## src/rtl/mux4_scan_pkg.sv

```systemverilog
// Shared types and constants for the 4-channel mux scan sequencer.
package mux4_scan_pkg;

  typedef enum logic {
    IDLE = 1'b0,
    SCAN = 1'b1
  } state_t;

  localparam int NUM_CH = 4;
  localparam int CH_W   = 2;

endpackage

```

## src/rtl/mux4_next_ch.sv

```systemverilog
// Finds the next higher enabled channel above i_ch, or the lowest enabled
// channel when i_none is set. o_last flags that no such channel exists.
module mux4_next_ch
  import mux4_scan_pkg::*;
(
  input  logic [NUM_CH-1:0] i_mask,
  input  logic [CH_W-1:0]   i_ch,
  input  logic              i_none,
  output logic [CH_W-1:0]   o_ch,
  output logic              o_last
);

  // Scan downwards so the final hit is the lowest qualifying channel.
  always_comb begin
    o_ch   = '0;
    o_last = 1'b1;
    for (int k = NUM_CH - 1; k >= 0; k--) begin
      if (i_mask[k] && (i_none || (k > int'(i_ch)))) begin
        o_ch   = k[CH_W-1:0];
        o_last = 1'b0;
      end
    end
  end

endmodule

```

## src/rtl/mux4_scan_ctrl.sv

```systemverilog
// Scan sequencer around a 4:1 mux: steps the selects over enabled channels,
// dwells DWELL cycles on each, captures y and publishes a per-frame snapshot.
//
// state | meaning
// IDLE  | selects parked at 00, waiting for start
// SCAN  | frame in progress, dwelling on / capturing the current channel
module mux4_scan_ctrl
  import mux4_scan_pkg::*;
#(
  parameter int DWELL = 2
) (
  input  logic              clk,
  input  logic              rst_n,
  input  logic              start,
  input  logic              cont,
  input  logic              stop,
  input  logic [NUM_CH-1:0] ch_mask,
  input  logic              y,
  output logic              s0,
  output logic              s1,
  output logic              busy,
  output logic              done,
  output logic [NUM_CH-1:0] sample
);

  localparam int                CNT_W    = $clog2(DWELL + 1);
  localparam logic [CNT_W-1:0] CNT_LAST = CNT_W'(DWELL - 1);

  state_t            r_state,  w_state;
  logic [NUM_CH-1:0] r_mask,   w_mask;
  logic [CH_W-1:0]   r_ch,     w_ch;
  logic [CNT_W-1:0]  r_cnt,    w_cnt;
  logic [NUM_CH-1:0] r_shadow, w_shadow;
  logic              r_cont,   w_cont;
  logic              r_stop,   w_stop;
  logic              r_done,   w_done;
  logic [NUM_CH-1:0] r_sample, w_sample;

  logic [NUM_CH-1:0] w_cap;
  logic              w_stop_pend;
  logic [CH_W-1:0]   w_next_ch;
  logic              w_last;
  logic [CH_W-1:0]   w_first_ch;
  logic              w_none;

  mux4_next_ch u_next (
    .i_mask (r_mask),
    .i_ch   (r_ch),
    .i_none (1'b0),
    .o_ch   (w_next_ch),
    .o_last (w_last)
  );

  // First-channel lookup on the live mask, used at frame start and restart.
  mux4_next_ch u_first (
    .i_mask (ch_mask),
    .i_ch   ('0),
    .i_none (1'b1),
    .o_ch   (w_first_ch),
    .o_last (w_none)
  );

  always_comb begin
    w_state     = r_state;
    w_mask      = r_mask;
    w_ch        = r_ch;
    w_cnt       = r_cnt;
    w_shadow    = r_shadow;
    w_cont      = r_cont;
    w_stop      = r_stop;
    w_done      = 1'b0;
    w_sample    = r_sample;
    w_cap       = r_shadow;
    w_stop_pend = r_stop | stop;

    case (r_state)
      IDLE: begin
        if (start) begin
          if (!w_none) begin
            w_state  = SCAN;
            w_mask   = ch_mask;
            w_cont   = cont;
            w_ch     = w_first_ch;
            w_cnt    = '0;
            w_shadow = '0;
          end else begin
            w_done   = 1'b1;
            w_sample = '0;
          end
        end
      end

      SCAN: begin
        w_stop = w_stop_pend;
        if (r_cnt == CNT_LAST) begin
          w_cnt       = '0;
          w_cap[r_ch] = y;
          if (w_last) begin
            w_sample = w_cap & r_mask;
            w_done   = 1'b1;
            w_shadow = '0;
            if (r_cont && !w_stop_pend && !w_none) begin
              w_mask = ch_mask;
              w_ch   = w_first_ch;
            end else begin
              w_state = IDLE;
              w_ch    = '0;
              w_stop  = 1'b0;
            end
          end else begin
            w_shadow = w_cap;
            w_ch     = w_next_ch;
          end
        end else begin
          w_cnt = r_cnt + 1'b1;
        end
      end

      default: w_state = IDLE;
    endcase
  end

  always_ff @(posedge clk or negedge rst_n) begin
    if (!rst_n) begin
      r_state  <= IDLE;
      r_mask   <= '0;
      r_ch     <= '0;
      r_cnt    <= '0;
      r_shadow <= '0;
      r_cont   <= 1'b0;
      r_stop   <= 1'b0;
      r_done   <= 1'b0;
      r_sample <= '0;
    end else begin
      r_state  <= w_state;
      r_mask   <= w_mask;
      r_ch     <= w_ch;
      r_cnt    <= w_cnt;
      r_shadow <= w_shadow;
      r_cont   <= w_cont;
      r_stop   <= w_stop;
      r_done   <= w_done;
      r_sample <= w_sample;
    end
  end

  assign s1     = r_ch[1];
  assign s0     = r_ch[0];
  assign busy   = (r_state == SCAN);
  assign done   = r_done;
  assign sample = r_sample;

endmodule

```

## config.mk

```make
export PLATFORM = sky130hd
export DESIGN_NAME = mux4_scan_ctrl
export DESIGN_NICKNAME = d
export VERILOG_FILES = /design/src/rtl/mux4_scan_pkg.sv /design/src/rtl/mux4_next_ch.sv /design/src/rtl/mux4_scan_ctrl.sv
export SDC_FILE = /design/constraint.sdc
export NUM_CORES = 1
export LEC_CHECK = 0
export CORE_AREA = 3 3 72 57
export DETAILED_ROUTE_END_ITERATION = 16
export DIE_AREA = 0 0 75 60
export PLACE_DENSITY = 0.63
export SYNTH_ARGS = -nofsm -noshare
export SYNTH_HDL_FRONTEND = slang
export SYNTH_SLANG_ARGS = --single-unit
```

## constraint.sdc

```tcl
create_clock -name clk -period 4.9 [get_ports clk]
set_clock_uncertainty 0.15 [all_clocks]
set_input_delay 0.49 -clock clk [delete_from_list [all_inputs] [get_ports clk]]
set_output_delay 0.49 -clock clk [all_outputs]
set_load 0.01 [all_outputs]
```

Word-level counts from Yosys, hierarchy flattened
Index checks and enable logic that the tools add are counted.

storage, ports and cells
  word-level logic and storage cells = 96
  input bits = 10
  register bits after elaboration = 20

operators by class
  multiplexer cells = 57
  reductions and logical operators = 13
  eq/ne operators = 7
  bitwise logic cells = 4
  $lt $le $gt $ge = 5
  add/subtract/negate cells = 1

operator list
  kind                 count
  $mux 4               13
  $mux 2               15
  $pmux 4 s2           3
  $mux 1               20
  $pmux 2 s2           2
  $logic_and 1x1->1    6
  $ne 2x1->1 const B   3
  $ne 2x2->1 const B   3
  $reduce_and 3->1     2
  $reduce_and 5->1     1
  $and 4x4->4          1
  $bwmux 4             1
  $gt 2x2->1 const A   2
  $pmux 1 s2           2
  $reduce_and 4->1     1
  $lt 2x3->1 const B   1
  $add 2x1->2 const B  1
  $demux 1 s2          1
  $eq 2x1->1 const B   1
  $ge 2x1->1 const B   1
  $gt 1x2->1 const A   1
  $logic_not 1->1      2
  $not 1->1            2
  $reduce_and 2->1     1
  $or 1x1->1           1

Longest topological paths before layout
  word-level depth = 10
  gate-level depth with buffers = 6
  mapped depth without buffers = 4

Hierarchy
Synthesis repeated with hierarchy kept, for this count alone.

second synthesis, totals
  cell total of the unflattened synthesis = 116
  area total of the unflattened synthesis = 1121.1 um^2

by module, submodules not included
  module          instances  area an instance (um^2)  cells an instance  seq. area each (um^2)
  mux4_scan_ctrl  1          948.4                    86                 500.5
  mux4_next_ch    2          86.3                     15                 0.0

Worst setup path before layout
No wires, ideal clock.

  path kind = flip-flop to flip-flop
  start = reg r_ch[1]
  end = reg r_sample[2], in the netlist sample[2]
  path slack = 3.151 ns
  data required time = 4.625 ns
  library setup time = 0.125 ns
  clock period less this slack = 1.749 ns
  cell stages (with the launch flop) = 7
  path buffers = 2
  arrival time = 1.473 ns
  cells stage by stage = dfrtp_1 > buf_6 > o21ba_4 > o21bai_1 > and3b_1 > buf_6 > mux2_4

between the ends
  longest elaborated chain between the ends = 9

RTL lines
  what                                                                   line                   RTL
  start, declared                                                        mux4_scan_ctrl.sv:31   logic [CH_W-1:0] r_ch, w_ch;
  start signal, assigned                                                 mux4_scan_ctrl.sv:137  r_ch <= w_ch;
  $lt 2x3->1 (implied by the code) / $ge 2x1->1 (equally long branches)  mux4_scan_ctrl.sv:97   w_cap[r_ch] = y;
  $logic_and 1x1->1 (implied by the code)                                mux4_scan_ctrl.sv:97
  $mux 1 (implied by the code)                                           mux4_scan_ctrl.sv:97
  $demux 1 s2                                                            mux4_scan_ctrl.sv:97
  $bwmux 4                                                               mux4_scan_ctrl.sv:97
  $and 4x4->4                                                            mux4_scan_ctrl.sv:99   w_sample = w_cap & r_mask;
  $mux 4                                                                 mux4_scan_ctrl.sv:98   if (w_last) begin
  $mux 4                                                                 mux4_scan_ctrl.sv:95   if (r_cnt == CNT_LAST) begin
  $pmux 4 s2                                                             mux4_scan_ctrl.sv:76   case (r_state)
  end signal, assigned                                                   mux4_scan_ctrl.sv:143  r_sample <= w_sample;
  end, declared                                                          mux4_scan_ctrl.sv:37   logic [NUM_CH-1:0] r_sample, w_sample;

Parallel ways exist; a longest one is shown, timed or not. The select of a mux whose other input is x is not followed.
A chain may end at the register's enable or synchronous reset.

Worst setup path after layout
  start = reg r_state, in the netlist busy
  end = out busy

RTL lines
  what                    line                   RTL
  start, declared         mux4_scan_ctrl.sv:29   state_t r_state, w_state;
  start signal, assigned  mux4_scan_ctrl.sv:135  r_state <= w_state;
  end, declared           mux4_scan_ctrl.sv:21   output logic busy,

No word-level cell between the ends.

==> results <==
- The clock passes through at most 2 buffers.
- The floorplan core area is about 3400 µm².
- The capturing element type of the critical path is a primary output.
- Setup repair after global routing left no endpoint under its margin.
- The residual DRC count is 0.
- The first-pass detailed-route iteration total is 4.
- The top cell types in the final layout, fill and taps aside, are 20 x dfrtp_1, 19 x nand2_1, 17 x clkdlybuf4s50_1.
- The die width is around 75 µm.
- The final period demand of the worst path is roughly 2.3 ns.
- After the first detailed-routing iteration, the DRC count stood at slightly below 70.
- The number of cells in the design after placement is 180.
- The wire length of the first global-routing pass is between 4 and 5 mm.
- The cell area power density is ~550 nW/µm².
- The number of buffers inserted by post-CTS setup repair is 0.
- The clock reaches the later pin of the worst-skew pair after about 0.26 ns.
- The worst reg2reg path endpoint is r_mask[2].
- In this run the number of cells on the critical path is 1.
- The placed wire-length estimate after detailed placement is around 2.1 mm.
- The die covers 4500 µm².
- The maximum clock frequency is approximately 440 MHz.
- The post-synthesis net count is 138.
- Across all register-to-register paths, the minimum setup slack is about 2.8 ns.
- The max-capacitance violation count is 0.
- Headroom to the max-slew limit came out at 0.355.
- The count of buffers from port buffering is 17.
- CTS built an H-tree with a depth of 1.
- The number of filler instances in the final layout is between 300 and 400.
- The number of vias per cell after detailed routing is 5.58.
- Summing all multi-input logic gate instances after layout gives 621 µm².
- Dividing the final minimum period by the clock period gives 0.460.
- The routability-driven placement congestion ratio is slightly below 0.9.
- The number of synthesized flops with an enable pin is 0.
- Measured in cells, the most critical reg-to-reg path has a length of 4.
- The cell with the largest stage delay on the worst path is dfrtp_1.
- The most common library cell in the layout ignoring fill and taps is dfrtp_1.
- The average wire per standard cell is 15.9 µm.
- The TritonCTS buffer count is 3.
- In this design, the stage delay of the slowest critical-path cell is roughly 0.71 ns.
- The slew of the pin with the lowest slew margin is 0.965 ns.
- The path type of the worst min-delay path is reg -> reg.
- The via count of the routed design is between 1,000 and 1,500.
- The clock net in this run drives a total of 20 sinks.
- The footprint of the flip-flops and latches is between 500 and 600 µm².
- Of all flip-flops after synthesis, the portion carrying an async set or reset was 1.00.
- The flop and latch count out of synthesis is 20.
- The netlist uses around 40 different library cells.
- The y dimension of the die is about 60 µm.
- After routing, the total negative slack on setup checks comes to 0 ns.
- The end point of the most critical hold path is r_shadow[0].
- Entering global routing, the biggest net connects 21 pins.
- Compared with the post-synthesis result, the final layout area differs by 18.9%.
- The worst hold path cell count is 2.
- Data arrives at the worst endpoint at around 1.6 ns.
- Of the synthesized area, sequential elements account for 0.420.
- The most used flip-flop cell after synthesis is dfrtp_1.
- Pin placement for this block handled 18 I/O pins.
- The initialized floorplan defines 18 standard-cell rows.
- The category of cells accounting for the largest share of critical-path delay is flip-flops.
- The number of slew-limit violations in the final report was 0.
- The total congestion overflow is 0.
- For this run, the post-layout net count is ~160.
- The overall routing resource usage is 0.142.
- The final hold violation count is 0.
- The number of antenna violations at the first check in global routing is 0.
- Together, buffers and inverters on the worst path number 1.
- Buffers inserted to repair hold after CTS numbered 0.
- The startpoint identified for the worst hold timing path is r_shadow[0].
- The tree is rooted in a clkbuf_8.
- The worst setup path is launched from a flip-flop.
- Once detail routing completed, the nets flagged for antenna violations numbered 0.
- Synthesis produced roughly 130 cells.
- The critical path goes through clkdlybuf4s50_1.
- The required time at the worst-slack endpoint is around 4.3 ns.
- The worst setup path is of the reg -> out kind.
- The wire length after detailed routing is just under 3 mm.
- The mapped netlist covers roughly 1200 µm².
- The initial utilization of the core area, before any placement, comes to 0.355.
- The antenna diode count is 0.
- The number of global-route vias before repair is between 1,000 and 1,500.
- In the final layout, the share of cells above drive strength 1 is 0.0769.
- The total of endpoints with negative setup slack in the final report is 0.
- For this design the static power due to leakage is approximately 0.61 nW.
- The average cell area after synthesis is 9.31 µm².
- The top fanout value on the critical path is 17.
- The launching point of the worst reg2reg path is busy.
- The TritonCTS clock tree is done.
- The number of resized instances in the post-cts repair step is 0.
- The clock-pin transition on the worst setup and hold timing paths is 0.07 ns.
- The worst-case IR drop observed on VDD is around 0.25 mV.
- The flow ran to the end, and the final reports show no timing, DRC or antenna violations.
- For this run, the number of Yosys warnings is 0.
- The filler-free cell count of the finished design is 183.
cells by family after synthesis:
kind of cell,share of synthesized area
and+or+nand+nor,0.214
AOI/OAI and AO/OA,0.241
DFF,0.420
buffers and inverters,0.0588
muxes,0.0662
final cells by class:
cell class / instances / share of cell area
Tap cell: 40 / 0.0353
Sequential cell: 20 / 0.353
Clock buffer: 3 / 0.0292
Multi-Input combinational cell: 94 / 0.438
Timing Repair Buffer: 17 / 0.120
Inverter: 9 / 0.0239
report_power, final:
group          internal, W  switching, W
sequential        0.000222     0.0000712
combinational     0.000183      0.000198
clock            0.0000548     0.0000538
per-stage QoR:
| step | hold WS [ns] | setup WS [ns] | power (W) | util | area, µm² |
|---|---|---|---|---|---|
| 2_1_floorplan | 0.0444 | 3.15 | 0.000557 | - | 1190 |
| 4_1_cts | 0.338 | 2.67 | 0.000785 | 0.422 | 1420 |
| 3_3_place_gp | 0.309 | 2.48 | 0.000668 | 0.410 | 1380 |
| 6_report | 0.339 | 2.65 | 0.000782 | 0.422 | 1420 |
| 5_1_grt | 0.379 | 2.55 | 0.000849 | 0.422 | 1420 |
| 3_5_place_dp | 0.321 | 2.46 | 0.000673 | 0.410 | 1380 |
cells in the mapped netlist, drive strengths merged, types with 2 or more instances:
library cell / count / area share
dfrtp: 20 / 0.42
nand2: 20 / 0.069
inv: 9 / 0.028
o21ai: 9 / 0.038
nand3: 6 / 0.025
nor2: 6 / 0.019
a21oi: 4 / 0.017
buf: 4 / 0.027
mux2: 4 / 0.041
nor2b: 4 / 0.021
o221ai: 4 / 0.029
o31a: 4 / 0.029
mux2i: 3 / 0.025
nand2b: 3 / 0.016
o211ai: 3 / 0.019
a211o: 2 / 0.015
a21o: 2 / 0.013
nor3: 2 / 0.0084
worst max-delay path by stage:
stage / from / endpoint / slack [ns]
floorplan: r_ch[1] / sample[2] / 3.15
global placement: stop / r_mask[2] / 2.48
detailed placement: ch_mask[0] / sample[2] / 2.46
CTS: busy / busy / 2.67
global route: busy / busy / 2.55
finish: busy / busy / 2.65
sequential cells by signal, summed over array words and instances (netlist names):
| name | flops |
|---|---|
| r_mask | 4 |
| r_shadow | 4 |
| sample | 4 |
| r_ch | 2 |
| r_cnt | 2 |
| busy | 1 |
| done | 1 |
| r_cont | 1 |
| r_stop | 1 |
per-layer routing:
metal,part of all wire,global-route usage,vias to the layer above
met4,0,0.0228,0
li1,-,-,495
met5,0,0,-
met2,0.42,0.206,35
met3,0.076,0.0387,0
met1,0.51,0.212,492
Power figures use the tool's default switching activity.
